`src/rtl/mips_lsu_pkg.sv`:
```
// Shared encodings for the MIPS load/store unit: access sizes, error codes
// and the control FSM state type.
package mips_lsu_pkg;

    localparam logic [1:0] SZ_BYTE  = 2'd0;
    localparam logic [1:0] SZ_HALF  = 2'd1;
    localparam logic [1:0] SZ_WORD  = 2'd2;
    localparam logic [1:0] SZ_DWORD = 2'd3;

    localparam logic [1:0] ERR_OK       = 2'd0;
    localparam logic [1:0] ERR_MISALIGN = 2'd1;
    localparam logic [1:0] ERR_TIMEOUT  = 2'd2;
    localparam logic [1:0] ERR_SIZE     = 2'd3;

    typedef enum logic [1:0] {
        ST_IDLE   = 2'd0,
        ST_ACCESS = 2'd1,
        ST_RESP   = 2'd2
    } lsu_state_e;

endpackage

```
`src/rtl/mips_lsu_if.sv`:
```
// Core-request / response / data-memory bundle of the load/store unit.
// master = environment side (core + memory), slave = the LSU itself.
interface mips_lsu_if #(
    parameter int DATA_WIDTH = 32,
    parameter int ADDR_WIDTH = 32
) ();
    localparam int B = DATA_WIDTH / 8;

    logic                  req_valid;
    logic                  req_ready;
    logic                  req_write;
    logic [1:0]            req_size;
    logic                  req_unsigned;
    logic [ADDR_WIDTH-1:0] req_addr;
    logic [DATA_WIDTH-1:0] req_wdata;

    logic                  rsp_valid;
    logic [DATA_WIDTH-1:0] rsp_rdata;
    logic [1:0]            rsp_err;

    logic                  mem_req;
    logic                  mem_we;
    logic [ADDR_WIDTH-1:0] mem_addr;
    logic [B-1:0]          mem_be;
    logic [DATA_WIDTH-1:0] mem_wdata;
    logic                  mem_ack;
    logic [DATA_WIDTH-1:0] mem_rdata;

    modport master (
        output req_valid, req_write, req_size, req_unsigned, req_addr, req_wdata,
        input  req_ready, rsp_valid, rsp_rdata, rsp_err,
        input  mem_req, mem_we, mem_addr, mem_be, mem_wdata,
        output mem_ack, mem_rdata
    );

    modport slave (
        input  req_valid, req_write, req_size, req_unsigned, req_addr, req_wdata,
        output req_ready, rsp_valid, rsp_rdata, rsp_err,
        output mem_req, mem_we, mem_addr, mem_be, mem_wdata,
        input  mem_ack, mem_rdata
    );

endinterface

```
`src/rtl/mips_lsu_lane_align.sv`:
```
// Byte-lane arithmetic: byte enables, store-data shift into lane position,
// and load-data shift/mask/extension back to a right-justified value.
module lsu_lane_align
    import mips_lsu_pkg::*;
#(
    parameter int DATA_WIDTH = 32,
    parameter int B          = DATA_WIDTH / 8,
    parameter int OFF_W      = $clog2(B)
) (
    input  logic [OFF_W-1:0]      offset,
    input  logic [1:0]            size,
    input  logic                  is_unsigned,
    input  logic [DATA_WIDTH-1:0] wdata_in,
    input  logic [DATA_WIDTH-1:0] rdata_in,
    output logic [B-1:0]          be,
    output logic [DATA_WIDTH-1:0] wdata_out,
    output logic [DATA_WIDTH-1:0] rdata_out
);

    logic [7:0]            lane_mask_s;
    logic [B-1:0]          lane_mask_b_s;
    logic [DATA_WIDTH-1:0] shifted_s;
    logic [DATA_WIDTH-1:0] keep_s;
    logic                  sign_s;
    logic                  fill_s;

    // Per-size lane mask, data-keep mask and sign bit of the shifted load data.
    always_comb begin
        shifted_s = rdata_in >> {offset, 3'b000};
        case (size)
            SZ_BYTE: begin
                lane_mask_s = 8'h01;
                keep_s      = DATA_WIDTH'(8'hFF);
                sign_s      = shifted_s[7];
            end
            SZ_HALF: begin
                lane_mask_s = 8'h03;
                keep_s      = DATA_WIDTH'(16'hFFFF);
                sign_s      = shifted_s[15];
            end
            SZ_WORD: begin
                lane_mask_s = 8'h0F;
                keep_s      = DATA_WIDTH'(32'hFFFF_FFFF);
                sign_s      = shifted_s[31];
            end
            default: begin
                lane_mask_s = 8'hFF;
                keep_s      = {DATA_WIDTH{1'b1}};
                sign_s      = shifted_s[DATA_WIDTH-1];
            end
        endcase
        lane_mask_b_s = lane_mask_s[B-1:0];
        fill_s        = sign_s & ~is_unsigned;
        be            = lane_mask_b_s << offset;
        wdata_out     = wdata_in << {offset, 3'b000};
        if (fill_s) begin
            rdata_out = (shifted_s & keep_s) | ~keep_s;
        end else begin
            rdata_out = shifted_s & keep_s;
        end
    end

endmodule

```
`src/rtl/mips_lsu.sv`:
```
// Load/store unit between the MIPS core and data memory: one outstanding
// request, variable-latency memory handshake, timeout abort, and
// misalignment / size checking. All outputs are registered.
module mips_lsu
    import mips_lsu_pkg::*;
#(
    parameter int DATA_WIDTH = 32,
    parameter int ADDR_WIDTH = 32,
    parameter int TIMEOUT    = 255
) (
    input  logic       clk,
    input  logic       rst,
    mips_lsu_if.slave  bus
);

    localparam int B     = DATA_WIDTH / 8;
    localparam int OFF_W = $clog2(B);
    localparam int CNT_W = $clog2(TIMEOUT + 1);

    lsu_state_e            state_q, state_d;
    logic                  req_ready_q, req_ready_d;
    logic                  rsp_valid_q, rsp_valid_d;
    logic [DATA_WIDTH-1:0] rsp_rdata_q, rsp_rdata_d;
    logic [1:0]            rsp_err_q, rsp_err_d;
    logic                  mem_req_q, mem_req_d;
    logic                  mem_we_q, mem_we_d;
    logic [ADDR_WIDTH-1:0] mem_addr_q, mem_addr_d;
    logic [B-1:0]          mem_be_q, mem_be_d;
    logic [DATA_WIDTH-1:0] mem_wdata_q, mem_wdata_d;
    logic [CNT_W-1:0]      cnt_q, cnt_d;
    logic [1:0]            size_q, size_d;
    logic                  unsigned_q, unsigned_d;
    logic [OFF_W-1:0]      offset_q, offset_d;

    logic [OFF_W-1:0]      req_offset_s;
    logic [4:0]            req_bytes_s;
    logic [4:0]            req_bytes_m1_s;
    logic                  accept_s;
    logic                  bad_size_s;
    logic                  misalign_s;
    logic                  timeout_s;
    logic [CNT_W-1:0]      cnt_inc_s;

    logic [OFF_W-1:0]      sel_offset_s;
    logic [1:0]            sel_size_s;
    logic                  sel_unsigned_s;
    logic [B-1:0]          lane_be_s;
    logic [DATA_WIDTH-1:0] lane_wdata_s;
    logic [DATA_WIDTH-1:0] lane_rdata_s;

    assign req_offset_s   = bus.req_addr[OFF_W-1:0];
    assign req_bytes_s    = 5'd1 << bus.req_size;
    assign req_bytes_m1_s = req_bytes_s - 5'd1;
    assign accept_s       = (state_q == ST_IDLE) && bus.req_valid;
    assign bad_size_s     = req_bytes_s > 5'(B);
    assign misalign_s     = (req_offset_s & req_bytes_m1_s[OFF_W-1:0]) != {OFF_W{1'b0}};
    assign cnt_inc_s      = cnt_q + CNT_W'(1);
    assign timeout_s      = (cnt_inc_s == CNT_W'(TIMEOUT));

    // Lane unit sees the incoming request while idle, the latched one otherwise.
    always_comb begin
        if (state_q == ST_IDLE) begin
            sel_offset_s   = req_offset_s;
            sel_size_s     = bus.req_size;
            sel_unsigned_s = bus.req_unsigned;
        end else begin
            sel_offset_s   = offset_q;
            sel_size_s     = size_q;
            sel_unsigned_s = unsigned_q;
        end
    end

    lsu_lane_align #(
        .DATA_WIDTH (DATA_WIDTH)
    ) u_lane (
        .offset      (sel_offset_s),
        .size        (sel_size_s),
        .is_unsigned (sel_unsigned_s),
        .wdata_in    (bus.req_wdata),
        .rdata_in    (bus.mem_rdata),
        .be          (lane_be_s),
        .wdata_out   (lane_wdata_s),
        .rdata_out   (lane_rdata_s)
    );

    // State and registered-output flops; async reset drops mem_req at once.
    always_ff @(posedge clk or posedge rst) begin
        if (rst) begin
            state_q     <= ST_IDLE;
            req_ready_q <= 1'b1;
            rsp_valid_q <= 1'b0;
            rsp_rdata_q <= {DATA_WIDTH{1'b0}};
            rsp_err_q   <= ERR_OK;
            mem_req_q   <= 1'b0;
            mem_we_q    <= 1'b0;
            mem_addr_q  <= {ADDR_WIDTH{1'b0}};
            mem_be_q    <= {B{1'b0}};
            mem_wdata_q <= {DATA_WIDTH{1'b0}};
            cnt_q       <= {CNT_W{1'b0}};
            size_q      <= SZ_BYTE;
            unsigned_q  <= 1'b0;
            offset_q    <= {OFF_W{1'b0}};
        end else begin
            state_q     <= state_d;
            req_ready_q <= req_ready_d;
            rsp_valid_q <= rsp_valid_d;
            rsp_rdata_q <= rsp_rdata_d;
            rsp_err_q   <= rsp_err_d;
            mem_req_q   <= mem_req_d;
            mem_we_q    <= mem_we_d;
            mem_addr_q  <= mem_addr_d;
            mem_be_q    <= mem_be_d;
            mem_wdata_q <= mem_wdata_d;
            cnt_q       <= cnt_d;
            size_q      <= size_d;
            unsigned_q  <= unsigned_d;
            offset_q    <= offset_d;
        end
    end

    // Next-state: checks at accept, then wait for ack (ack beats timeout).
    always_comb begin
        state_d = state_q;
        case (state_q)
            ST_IDLE: begin
                if (accept_s) begin
                    if (bad_size_s || misalign_s) begin
                        state_d = ST_RESP;
                    end else begin
                        state_d = ST_ACCESS;
                    end
                end else begin
                    state_d = ST_IDLE;
                end
            end
            ST_ACCESS: begin
                if (bus.mem_ack || timeout_s) begin
                    state_d = ST_RESP;
                end else begin
                    state_d = ST_ACCESS;
                end
            end
            ST_RESP: state_d = ST_IDLE;
            default: state_d = ST_IDLE;
        endcase
    end

    // Output/datapath next values: memory command, counter and response.
    always_comb begin
        req_ready_d = req_ready_q;
        rsp_valid_d = 1'b0;
        rsp_rdata_d = rsp_rdata_q;
        rsp_err_d   = rsp_err_q;
        mem_req_d   = mem_req_q;
        mem_we_d    = mem_we_q;
        mem_addr_d  = mem_addr_q;
        mem_be_d    = mem_be_q;
        mem_wdata_d = mem_wdata_q;
        cnt_d       = cnt_q;
        size_d      = size_q;
        unsigned_d  = unsigned_q;
        offset_d    = offset_q;
        case (state_q)
            ST_IDLE: begin
                if (accept_s) begin
                    req_ready_d = 1'b0;
                    size_d      = bus.req_size;
                    unsigned_d  = bus.req_unsigned;
                    offset_d    = req_offset_s;
                    if (bad_size_s) begin
                        rsp_valid_d = 1'b1;
                        rsp_err_d   = ERR_SIZE;
                        rsp_rdata_d = {DATA_WIDTH{1'b0}};
                    end else if (misalign_s) begin
                        rsp_valid_d = 1'b1;
                        rsp_err_d   = ERR_MISALIGN;
                        rsp_rdata_d = {DATA_WIDTH{1'b0}};
                    end else begin
                        mem_req_d   = 1'b1;
                        mem_we_d    = bus.req_write;
                        mem_addr_d  = {bus.req_addr[ADDR_WIDTH-1:OFF_W], {OFF_W{1'b0}}};
                        mem_be_d    = lane_be_s;
                        mem_wdata_d = lane_wdata_s;
                        cnt_d       = {CNT_W{1'b0}};
                    end
                end else begin
                    req_ready_d = 1'b1;
                end
            end
            ST_ACCESS: begin
                if (bus.mem_ack) begin
                    mem_req_d   = 1'b0;
                    rsp_valid_d = 1'b1;
                    rsp_err_d   = ERR_OK;
                    if (mem_we_q) begin
                        rsp_rdata_d = {DATA_WIDTH{1'b0}};
                    end else begin
                        rsp_rdata_d = lane_rdata_s;
                    end
                end else if (timeout_s) begin
                    mem_req_d   = 1'b0;
                    rsp_valid_d = 1'b1;
                    rsp_err_d   = ERR_TIMEOUT;
                    rsp_rdata_d = {DATA_WIDTH{1'b0}};
                    cnt_d       = cnt_inc_s;
                end else begin
                    cnt_d = cnt_inc_s;
                end
            end
            ST_RESP: begin
                req_ready_d = 1'b1;
            end
            default: begin
                req_ready_d = 1'b1;
                mem_req_d   = 1'b0;
            end
        endcase
    end

    assign bus.req_ready = req_ready_q;
    assign bus.rsp_valid = rsp_valid_q;
    assign bus.rsp_rdata = rsp_rdata_q;
    assign bus.rsp_err   = rsp_err_q;
    assign bus.mem_req   = mem_req_q;
    assign bus.mem_we    = mem_we_q;
    assign bus.mem_addr  = mem_addr_q;
    assign bus.mem_be    = mem_be_q;
    assign bus.mem_wdata = mem_wdata_q;

endmodule

```
`src/flat_wrapper.sv`:
```
// flat-port wrapper written by rule: the top's interface ports become plain ports
module mips_lsu_flat import mips_lsu_pkg::*;
#(
    parameter int DATA_WIDTH = 32,
    parameter int ADDR_WIDTH = 32,
    parameter int TIMEOUT    = 255
)
  (clk, rst, bus_req_valid, bus_req_write, bus_req_size, bus_req_unsigned, bus_req_addr, bus_req_wdata, bus_req_ready, bus_rsp_valid, bus_rsp_rdata, bus_rsp_err, bus_mem_req, bus_mem_we, bus_mem_addr, bus_mem_be, bus_mem_wdata, bus_mem_ack, bus_mem_rdata);
  mips_lsu_if #(.DATA_WIDTH(DATA_WIDTH), .ADDR_WIDTH(ADDR_WIDTH)) bus_i ();
  input  logic clk;
  input  logic rst;
  input wire logic [$bits(bus_i.req_valid)-1:0] bus_req_valid;
  input wire logic [$bits(bus_i.req_write)-1:0] bus_req_write;
  input wire logic [$bits(bus_i.req_size)-1:0] bus_req_size;
  input wire logic [$bits(bus_i.req_unsigned)-1:0] bus_req_unsigned;
  input wire logic [$bits(bus_i.req_addr)-1:0] bus_req_addr;
  input wire logic [$bits(bus_i.req_wdata)-1:0] bus_req_wdata;
  output wire logic [$bits(bus_i.req_ready)-1:0] bus_req_ready;
  output wire logic [$bits(bus_i.rsp_valid)-1:0] bus_rsp_valid;
  output wire logic [$bits(bus_i.rsp_rdata)-1:0] bus_rsp_rdata;
  output wire logic [$bits(bus_i.rsp_err)-1:0] bus_rsp_err;
  output wire logic [$bits(bus_i.mem_req)-1:0] bus_mem_req;
  output wire logic [$bits(bus_i.mem_we)-1:0] bus_mem_we;
  output wire logic [$bits(bus_i.mem_addr)-1:0] bus_mem_addr;
  output wire logic [$bits(bus_i.mem_be)-1:0] bus_mem_be;
  output wire logic [$bits(bus_i.mem_wdata)-1:0] bus_mem_wdata;
  input wire logic [$bits(bus_i.mem_ack)-1:0] bus_mem_ack;
  input wire logic [$bits(bus_i.mem_rdata)-1:0] bus_mem_rdata;
  assign bus_i.req_valid = bus_req_valid;
  assign bus_i.req_write = bus_req_write;
  assign bus_i.req_size = bus_req_size;
  assign bus_i.req_unsigned = bus_req_unsigned;
  assign bus_i.req_addr = bus_req_addr;
  assign bus_i.req_wdata = bus_req_wdata;
  assign bus_req_ready = bus_i.req_ready;
  assign bus_rsp_valid = bus_i.rsp_valid;
  assign bus_rsp_rdata = bus_i.rsp_rdata;
  assign bus_rsp_err = bus_i.rsp_err;
  assign bus_mem_req = bus_i.mem_req;
  assign bus_mem_we = bus_i.mem_we;
  assign bus_mem_addr = bus_i.mem_addr;
  assign bus_mem_be = bus_i.mem_be;
  assign bus_mem_wdata = bus_i.mem_wdata;
  assign bus_i.mem_ack = bus_mem_ack;
  assign bus_i.mem_rdata = bus_mem_rdata;
  mips_lsu #(.DATA_WIDTH(DATA_WIDTH), .ADDR_WIDTH(ADDR_WIDTH), .TIMEOUT(TIMEOUT)) u_core (.clk(clk), .rst(rst), .bus(bus_i));
endmodule
```
`config.mk`:
```
export PLATFORM = sky130hd
export DESIGN_NAME = mips_lsu_flat
export DESIGN_NICKNAME = d
export VERILOG_FILES = /design/src/rtl/mips_lsu_pkg.sv /design/src/rtl/mips_lsu_if.sv /design/src/rtl/mips_lsu_lane_align.sv /design/src/rtl/mips_lsu.sv /design/src/flat_wrapper.sv
export SDC_FILE = /design/constraint.sdc
export NUM_CORES = 1
export LEC_CHECK = 0
export BUFFER_PORTS_ARGS = -buffer_cell sky130_fd_sc_hd__buf_4
export CORE_ASPECT_RATIO = 0.7
export CORE_MARGIN = 3
export CORE_UTILIZATION = 30
export CTS_CLUSTER_SIZE = 8
export DETAILED_ROUTE_END_ITERATION = 6
export SLEW_MARGIN = 25
export SYNTH_ARGS = -nofsm -noshare
export SYNTH_HDL_FRONTEND = slang
export SYNTH_HIERARCHICAL = 1
export SYNTH_SLANG_ARGS = --single-unit
export TNS_END_PERCENT = 20
```
`constraint.sdc`:
```
create_clock -name clk -period 4.5 [get_ports clk]
set_clock_uncertainty 0.15 [all_clocks]
set_input_delay 0 -clock clk [delete_from_list [all_inputs] [get_ports clk]]
set_output_delay 0 -clock clk [all_outputs]
set_load 0.02 [all_outputs]
```
==> results of run 1 <==
[cell type report]
cell class                 count  area share, %
tap                          264           3.48
clock inverter                14           1.86
multi-input combinational    376           29.7
clock buffer                  18           4.52
timing repair buffer         330           29.2
sequential                   118           31.1
inverter                       4          0.185
[cell usage in the layout, fill, tap and decap left out, types with 10 or more instances in the layout]
cell	n
and2_1	10
dfrtp_1	117
nor2_1	30
mux2i_1	25
o21ai_0	19
a211oi_1	22
mux2_2	85
buf_4	214
dlygate4sd3_1	116
nor2b_1	23
nand2_1	55
a22o_1	32
a21oi_1	22
clkbuf_16	17
[state kept, by name (all words and copies together) (netlist names), 2 cells and up]
name	flops
u_core/bus.mem_addr	30
u_core/bus.mem_be	4
u_core/bus.mem_wdata	32
u_core/bus.rsp_err	2
u_core/bus.rsp_rdata	32
u_core/cnt_q	8
u_core/offset_q	2
u_core/size_q	2
[worst max-delay path, stage by stage (launching register included)]
cell and delay (ns):
dfrtp_1 0.46, nor2_2 0.31, mux2_2 0.69, buf_4 0.49, mux2i_1 0.34, nor2_1 0.07
a211oi_1 0.20, dlygate4sd3_1 0.58, nor2_1 0.05, a22o_1 0.22
[power by group]
part	total, mW	switching (mW)	internal (mW)
logic	2.33	1.20	1.13
clock network	1.40	0.525	0.876
registers	1.64	0.221	1.42
[cells by family (layout without fill, tap and decap cells)]
| logic type | Yosys count | in the layout | share of synthesized area (%) |
|---|---|---|---|
| compound gates | 115 | 115 | 13.9 |
| xor+xnor | 2 | 2 | 0.292 |
| fa+ha+maj | 2 | 2 | 0.417 |
| buf+inv | 42 | 366 | 4.05 |
| flops | 118 | 118 | 49.2 |
| mux | 111 | 111 | 20.5 |
| other cells | 1 | 2 | 0.0625 |
| simple gates | 144 | 144 | 11.6 |
[timing repair]
action                    CTS  global route
gates resized for setup     0             0
hold buffers              116             0
hold endpoints to repair  220             0
[per-layer routing]
layer | up-vias | track usage (%) | share of wire (%)
met5 | - | 0 | 0
met4 | 0 | 5.49 | 1.4
met3 | 22 | 4.84 | 7.5
met2 | 194 | 26.1 | 43
met1 | 2543 | 25.2 | 48
li1 | 2542 | - | -
[through the flow]
step	hold WS [ns]	power, mW	instances	setup WS (ns)	utilization [%]
finish	0.0477	5.37	1124	0.790	49.3
CTS	0.0372	5.40	1124	0.883	49.3
global route	0.0744	5.69	1124	0.551	49.3
detailed placement	0.0864	3.77	976	1.43	40.2
global placement	0.0837	3.75	976	1.48	40.2
floorplan	-0.0480	2.93	536	1.22	-
[worst min-delay path by stage]
stage                      start                  endpoint  slack, ns  cells after the start
6_report        bus_mem_rdata[6]   u_core/bus.rsp_rdata[6]       0.05                      5
3_5_place_dp    bus_req_addr[28]   u_core/bus.mem_addr[28]       0.09                      2
3_3_place_gp    bus_req_addr[15]   u_core/bus.mem_addr[15]       0.08                      2
5_1_grt         bus_mem_rdata[6]   u_core/bus.rsp_rdata[6]       0.07                      5
2_1_floorplan        bus_mem_ack     u_core/bus.rsp_err[1]      -0.05                      1
4_1_cts        bus_req_wdata[31]  u_core/bus.mem_wdata[31]       0.04                      5
==> run summary, run 1 <==
Ant. Diodes = 0
Seq/Total Area, Yosys = 49.2%
HP Class = input port to flip-flop
Cell taking the most area after synthesis = dfrtp_1
Register area = 0.00295 mm2
Vias in the first global route = 5,605
Multi-input gate area = 0.00282 mm2
Post-CTS setup buffers = 0
Clk sinks = 118
Peak supply drop = 274 uV
Post-synth top flop = dfrtp_1
Startpoint Class = flip-flop
Clock latency at the later pin of the worst-skew pair = 0.40 ns
Core area = 0.0192 mm2
Final Critical Period = 3.71 ns
Syn avg cell area = 11.2 um2
Initial antenna violation count = 0
Fmax = 270 MHz
Crit. Startpoint = u_core/bus.rsp_valid
Reg2reg end = u_core/bus.rsp_rdata[11]
Die area = 0.0218 mm2
Relative slew slack = 34.9%
# fillers = 1,762
1st-iter DRT viols = 352
Worst endpoint required time = 4.64 ns
LEAKAGE = 4.52 nW
Ys async rst share = 100%
Ports = 210
Cell variety after synth = 51
Setup Viol. Count Final = 0
Unrepaired setup endpoints after global routing = no
Starting density of the core = 31.2%
Cell with the most instances after synthesis = dfrtp_1
Max Cap Viol = 0
HPWL after detailed placement = 12.2 mm
Port bufs = 207
Num CTS Buffers = 17
Final Cycle Share = 82.5%
DR WL/cell = 16.8 um
Cells on worst reg2reg path = 9
Layout cell share with drive strength beyond 1 = 40.2%
Post-synth EDFFs = 0
First-pass GRT wire length = 30.9 mm
DIE WIDTH = 175 um
TritonCTS clock tree = built
Synth-to-layout area growth = 58.2%
Clock H-tree levels = 4
Critical Path Sink = u_core/bus.rsp_rdata[11]
Power per cell area = 565 mW/mm2
Post-route cell area = 0.00949 mm2
TritonRoute pass-1 iters = 4
Clock Tree Buf Depth = 2
Placer Congestion = 0.782
Worst-Margin Slew = 0.977 ns
R2R setup slack = 0.79 ns
Drt drc = 0
Total grt overflow = 0
Total routed wirelength = 18.9 mm
Vias per inst = 4.72
Area share of the largest cell type after synthesis = 48.8%
Setup TNS = 0 ns
GRT Overall Usage = 17.7%
Critical Path Sink Type = flip-flop
Critical Path AT = 3.85 ns
Post-synthesis register bit count = 118
Largest net degree at the start of global routing = 69
Synthesized area = 0.00600 mm2
Top cells by area, synth = dfrtp_1 49%, mux2_2 16%, a22o_1 4.7%
Synth Instances = 535
Post-route ant nets = 0
Synth warnings = 6
Placed Instance Area = 0.00772 mm2
DIE HEIGHT = 124 um
Worst r2r src = u_core/bus.rsp_valid
Clock-pin slew on the worst setup and hold paths = 0.06 ns
Crit path max fanout = 34
Status = finished clean
Final hold vios = 0
Core Rows = 42
Final #Nets = 953
Pins over their slew limit = 0
Root Driver = clkbuf_16
Vias = 5,301
Synth top cells by count = 117 x dfrtp_1, 85 x mux2_2, 56 x nand2_1
Crit path kind = flip-flop to flip-flop
No activity file was read; power rests on OpenSTA's default activity.
==> inputs of run 2 (changes only) <==
clock period = 3.6 ns   (was 4.5 ns; I/O delays follow)
==> run summary, run 2 (synthesis gave the netlist of run 1 again) <==
Post-CTS setup buffers = 0 (unchanged)
Buf/Inv on CP = 3 (+1)
Total routed wirelength = 18.9 mm (-0.39%)
Setup TNS = 0 ns (unchanged)
Largest net degree at the start of global routing = 69 (unchanged)
Drt drc = 0 (unchanged)
# fillers = 1,733 (-1.6%)
Commonest non-fill, non-tap cell in the layout = buf_4
Worst r2r src = u_core/bus.rsp_valid
Port bufs = 207 (unchanged)
Final #Nets = 951 (-0.21%)
Clk sinks = 118 (unchanged)
Core area = 0.0192 mm2 (unchanged)
Final hold vios = 0 (unchanged)
Critical Path Sink Type = flip-flop
Ports = 210 (unchanged)
First-pass GRT wire length = 30.2 mm (-2.2%)
Placed insts = 977 (+0.10%)
Critical Path AT = 3.59 ns (-0.26 ns)
Clock Tree Buf Depth = 2 (unchanged)
Final Critical Period = 3.43 ns (-0.280 ns)
Register area = 0.00295 mm2 (unchanged)
Layout cell share with drive strength beyond 1 = 40.4% (+0.21 points)
Post-route ant nets = 0 (unchanged)
DIE HEIGHT = 124 um (unchanged)
CP delay by family, top = buffers and inverters
Relative slew slack = 35.9% (+1.0 points)
Clock latency at the later pin of the worst-skew pair = 0.41 ns (about the same)
CP max stage delay = 0.58 ns (-0.11 ns)
Initial antenna violation count = 0 (unchanged)
Crit-path slowest cell = dlygate4sd3_1
GRT Overall Usage = 17.5% (-0.18 points)
Most frequent cells in the layout = 212 x buf_4, 117 x dfrtp_1, 113 x dlygate4sd3_1, 83 x mux2_2, 55 x nand2_1
Synth-to-layout area growth = 58.5%
Comb pwr share = 43.6% (+0.2 points)
Crit path top cell by count = dlygate4sd3_1
Clock power share = 26.1% (about the same)
Final Cycle Share = 95.3% (+13 points)
Ant. Diodes = 0 (unchanged)
DIE WIDTH = 175 um (unchanged)
Switching power = 2.43 mW (+25%)
Clock H-tree levels = 4 (unchanged)
Peak supply drop = 298 uV (+8.7%)
Reg2reg end = u_core/bus.rsp_rdata[1]
Crit. Startpoint = u_core/bus.rsp_valid
Vias = 5,378 (+1.5%)
Worst endpoint required time = 3.76 ns (-0.88 ns)
Vias per inst = 4.79 (+1.6%)
Cells on worst reg2reg path = 9 (unchanged)
Root Driver = clkbuf_16
Crit path kind = flip-flop to flip-flop
HPWL after detailed placement = 12.2 mm (+0.33%)
WP depth = 9 (unchanged)
Status = finished clean
Pins over their slew limit = 0 (unchanged)
LEAKAGE = 4.54 nW (+0.40%)
1st-iter DRT viols = 322 (-8.5%)
DR WL/cell = 16.8 um (-0.21%)
Total grt overflow = 0 (unchanged)
Startpoint Class = flip-flop
Core Rows = 42 (unchanged)
Num CTS Buffers = 17 (unchanged)
Unrepaired setup endpoints after global routing = no
Sequential share of power = 30.4% (about the same)
TritonCTS clock tree = built
Crit path max fanout = 33 (-2.9%)
Non-filler cells, final = 1,122 (-0.18%)
Fmax = 292 MHz (+8.2%)
Placer Congestion = 0.778 (-0.51%)
Multi-input gate area = 0.00282 mm2 (+0.27%)
Starting density of the core = 31.2% (unchanged)
Setup WS post-layout = 0.170 ns (-0.620 ns)
R2R setup slack = 0.17 ns (-0.62 ns)
Vias in the first global route = 5,466 (-2.5%)
CP Cell Sequence = nor2_2, mux2_4, buf_6, nor2b_1, a211oi_1, dlygate4sd3_1, a21oi_1, dlygate4sd3_1, a22o_1
Clock-pin slew on the worst setup and hold paths = 0.07 ns (about the same)
HP Class = input port to flip-flop
Max Cap Viol = 0 (unchanged)
TritonRoute pass-1 iters = 5 (+1)
Switching portion of total power = 36.2% (-0.043 points)
Pint = 4.28 mW (+25%)
Setup Viol. Count Final = 0 (unchanged)
Post-place setup slack = 0.751 ns (-0.683 ns)
Die area = 0.0218 mm2 (unchanged)
Power per cell area = 706 mW/mm2 (+25%)
Worst-Margin Slew = 0.961 ns (-0.0156 ns)
Critical Path Sink = u_core/bus.rsp_rdata[1]
==> run 2: layout make-up <==
cell class                      instances  share of cell area (%)
Timing Repair Buffer                  328                    29.2
Clock buffer                           18                    4.51
Multi-Input combinational cell        376                    29.7
Clock inverter                         14                    1.87
Tap cell                              264                    3.47
Sequential cell                       118                    31.1
Inverter                                4                   0.184
==> run 2: timing repair <==
action / CTS / global route
hold buffers: 113 / 0
endpoints found under the setup margin: 0 / 2
gates resized for setup: 0 / 3
endpoints found under the hold margin: 158 / 0
==> run 2: tightest hold or removal path: stages <==
cell and delay (ns):
buf_4 0.07, nor2b_1 0.12, a211oi_1 0.06, a21oi_1 0.17
a22o_1 0.14
==> run 2: stage by stage <==
step	hold slack [ns]	utilization, %	instance area (um2)	total power, mW
4_1_cts	0.00585	49.4	9500	6.77
3_3_place_gp	0.0549	40.3	7760	4.72
6_report	0.0340	49.4	9510	6.71
3_5_place_dp	0.0521	40.3	7760	4.73
2_1_floorplan	-0.0480	-	6000	3.66
5_1_grt	0.0304	49.4	9510	7.09
==> run 2: worst min-delay path by stage <==
stage | startpoint | endpoint | slack [ns] | depth (start not counted)
after global placement | rst | u_core/bus.rsp_rdata[3] | 0.05 | 2
after floorplan | bus_mem_ack | u_core/bus.rsp_err[1] | -0.05 | 1
after global routing | bus_mem_rdata[5] | u_core/bus.rsp_rdata[5] | 0.03 | 5
after CTS | bus_req_wdata[31] | u_core/bus.mem_wdata[31] | 0.006 | 5
final | bus_mem_rdata[5] | u_core/bus.rsp_rdata[5] | 0.03 | 5
after detailed placement | rst | u_core/bus.rsp_rdata[3] | 0.05 | 2
==> run 2: power by group through the flow <==
stage | registers [mW] | clock network [mW] | logic (mW)
CTS | 2.04 | 1.81 | 2.93
global route | 2.10 | 1.85 | 3.14
finish | 2.04 | 1.75 | 2.92
global placement | 2.04 | 0 | 2.67
floorplan | 2.53 | 0 | 1.13
detailed placement | 2.05 | 0 | 2.68
==> run 2: per-layer routing <==
| layer | GRT usage [%] | up-vias | wire [um] |
|---|---|---|---|
| li1 | - | 2531 | - |
| met1 | 24.0 | 2608 | 8820 |
| met2 | 26.1 | 212 | 8250 |
| met3 | 5.39 | 27 | 1400 |
| met4 | 6.24 | 0 | 391 |
| met5 | 0 | - | 0 |
==> inputs of run 3 (changes only) <==
CELL_PAD_IN_SITES_DETAIL_PLACEMENT = 1   (was default)
CELL_PAD_IN_SITES_GLOBAL_PLACEMENT = 1   (was default)
PLACE_DENSITY_LB_ADDON = 0.1   (was default)
RECOVER_POWER = 25   (was default)
==> run summary, run 3 (synthesis gave the netlist of run 1 again) <==
Vias per inst = 4.78 (-0.24%)
TritonCTS clock tree = built
Clock Tree Buf Depth = 2 (unchanged)
Ant. Diodes = 0 (unchanged)
Critical Path Sink Type = flip-flop
Relative slew slack = -67.3% (-100 points)
Initial antenna violation count = 0 (unchanged)
DR WL/cell = 19.1 um (+14%)
Post-route ant nets = 0 (unchanged)
DIE HEIGHT = 124 um (unchanged)
Final Cycle Share = 90.7% (-4.6 points)
Layout cell share with drive strength beyond 1 = 36.9% (-3.6 points)
Unrepaired setup endpoints after global routing = no
1st-iter DRT viols = 265 (-18%)
Power per cell area = 704 mW/mm2 (-0.25%)
# fillers = 2,134 (+23%)
Drt drc = 0 (unchanged)
Sequential share of power = 31.7% (+1.3 points)
Post-route cell area = 0.00923 mm2 (-2.9%)
Clock H-tree levels = 4 (unchanged)
Switching portion of total power = 38.6% (+2.4 points)
Core Rows = 42 (unchanged)
TritonRoute pass-1 iters = 4 (-1)
Vias in the first global route = 5,911 (+8.1%)
Worst hold margin = 0.0160 ns (-0.0180 ns)
Crit-path slowest cell = dlygate4sd3_1
Most frequent cells in the layout = 178 x buf_4, 117 x dfrtp_1, 103 x dlygate4sd3_1, 84 x mux2_2, 55 x nand2_1
Startpoint Class = flip-flop
Crit path max fanout = 24 (-27%)
Clock power share = 25.3% (-0.8 points)
Root Driver = clkbuf_16
Placed Instance Area = 0.00776 mm2 (about the same)
Gr busiest metal = met2
M1 GR Usage = 27.3% (+3.3 points)
Crit path top cell by count = nor2_1
Worst endpoint required time = 3.75 ns (about the same)
Clock-pin slew on the worst setup and hold paths = 0.06 ns (about the same)
Die area = 0.0218 mm2 (unchanged)
Starting density of the core = 31.2% (unchanged)
HP Class = input port to flip-flop
Fmax = 306 MHz (+5.1%)
Placer Congestion = 0.865 (+11%)
Setup Viol. Count Final = 0 (unchanged)
Status = complete, but fails checks
Pint = 3.99 mW (-6.8%)
Max Cap Viol = 1 (+1)
Register area = 0.00295 mm2 (unchanged)
LEAKAGE = 4.35 nW (-4.2%)
Final Util = 48.0% (-1.4 points)
GRT Overall Usage = 20.0% (+2.5 points)
Setup TNS = 0 ns (unchanged)
Worst-Margin Slew = 2.50 ns (+1.53 ns)
Failing checks = capacitance limit, slew limit
Pins over their slew limit = 50 (+50)
First-pass GRT wire length = 34.1 mm (+13%)
Synth-to-layout area growth = 53.8%
Total routed wirelength = 21.2 mm (+13%)
Clk sinks = 118 (unchanged)
DIE WIDTH = 175 um (unchanged)
Commonest non-fill, non-tap cell in the layout = buf_4
Final #Nets = 942 (-0.95%)
Final Critical Period = 3.26 ns (-0.166 ns)
Final hold vios = 0 (unchanged)
GR Layer Usage met2 = 31.0% (+4.9 points)
Multi-input gate area = 0.00282 mm2 (-0.31%)
Comb pwr share = 43.0% (-0.6 points)
Switching power = 2.51 mW (+3.3%)
CP max stage delay = 0.59 ns (about the same)
Peak supply drop = 354 uV (+19%)
Port bufs = 207 (unchanged)
Largest net degree at the start of global routing = 70 (+1.4%)
Num CTS Buffers = 17 (unchanged)
Vias = 5,322 (-1.0%)
Grt met3 use = 5.55% (+0.15 points)
HPWL after detailed placement = 14.7 mm (+20%)
Critical Path AT = 3.41 ns (-0.18 ns)
Total Power = 6.50 mW (-3.2%)
Crit path kind = flip-flop to flip-flop
Total grt overflow = 0 (unchanged)
Clock latency at the later pin of the worst-skew pair = 0.41 ns (about the same)
CP Cell Sequence = nor2_2, mux2_4, buf_4, mux2i_1, nor2_1, a211oi_1, dlygate4sd3_1, nor2_1, a22o_1
Ports = 210 (unchanged)
Core area = 0.0192 mm2 (unchanged)
-- run 3: cell types whose count changed in the layout (fill, tap and decap cells not counted), sizes merged --
cell / change
clkinvlp: -3
inv: +1
clkbuf: +37
bufinv: -2
dlygate4sd3: -10
clkinv: +3
buf: -35
-- run 3: final cells by class --
type	instances	share of cell area (%)
Clock buffer	19	4.80
Tap cell	264	3.58
Inverter	4	0.176
Multi-Input combinational cell	376	30.5
Timing Repair Buffer	319	27.6
Sequential cell	118	32.0
Clock inverter	13	1.34
-- run 3: layer usage --
layer / up-vias / part of all wire (%) / routed length [um]
li1: 2510 / - / -
met1: 2653 / 47 / 10100
met2: 135 / 46 / 9760
met3: 24 / 5.2 / 1100
met4: 0 / 1.5 / 316
met5: - / 0 / 0
-- run 3: final timing paths --
check                                         startpoint                       end  slack (ns)  depth (start not counted)
min in group asynchronous                            rst    u_core/bus.mem_addr[7]        0.67                          3
worst min register to register  u_core/bus.mem_wdata[20]  u_core/bus.mem_wdata[20]        0.35                          1
worst min-delay path                   bus_req_wdata[19]  u_core/bus.mem_wdata[27]        0.02                          4
worst max register to register      u_core/bus.rsp_valid   u_core/bus.rsp_rdata[9]        0.34                          9
worst max-delay path                u_core/bus.rsp_valid   u_core/bus.rsp_rdata[9]        0.34                          9
max in group asynchronous                            rst   u_core/bus.rsp_rdata[1]        1.43                          4
-- run 3: power groups by stage --
stage / clock (mW) / sequential [mW] / combinational, mW
after floorplan: 0 / 2.53 / 1.13
after global placement: 0 / 2.06 / 2.69
after detailed placement: 0 / 2.08 / 2.73
after CTS: 1.69 / 2.07 / 2.93
after global routing: 1.77 / 2.12 / 3.02
final: 1.64 / 2.06 / 2.80
-- run 3: stage by stage --
step	setup WS, ns	cells
finish	0.336	1113
global route	0.111	1113
CTS	0.226	1113
detailed placement	0.774	978
global placement	0.897	978
floorplan	0.323	536
-- run 3: worst max-delay path: cells and delay by family, from the launching register on --
kind	cells	cell delay, ns
compound gates	2	0.43
buf+inv	2	0.94
mux	2	0.67
flops	1	0.47
simple gates	3	0.46
-- run 3: repair_timing --
action,4_1_cts,5_1_grt
setup endpoints to repair,0,1
buffers inserted,0,0
resized for setup,0,1
hold buffers,103,0
hold endpoints to repair,149,0
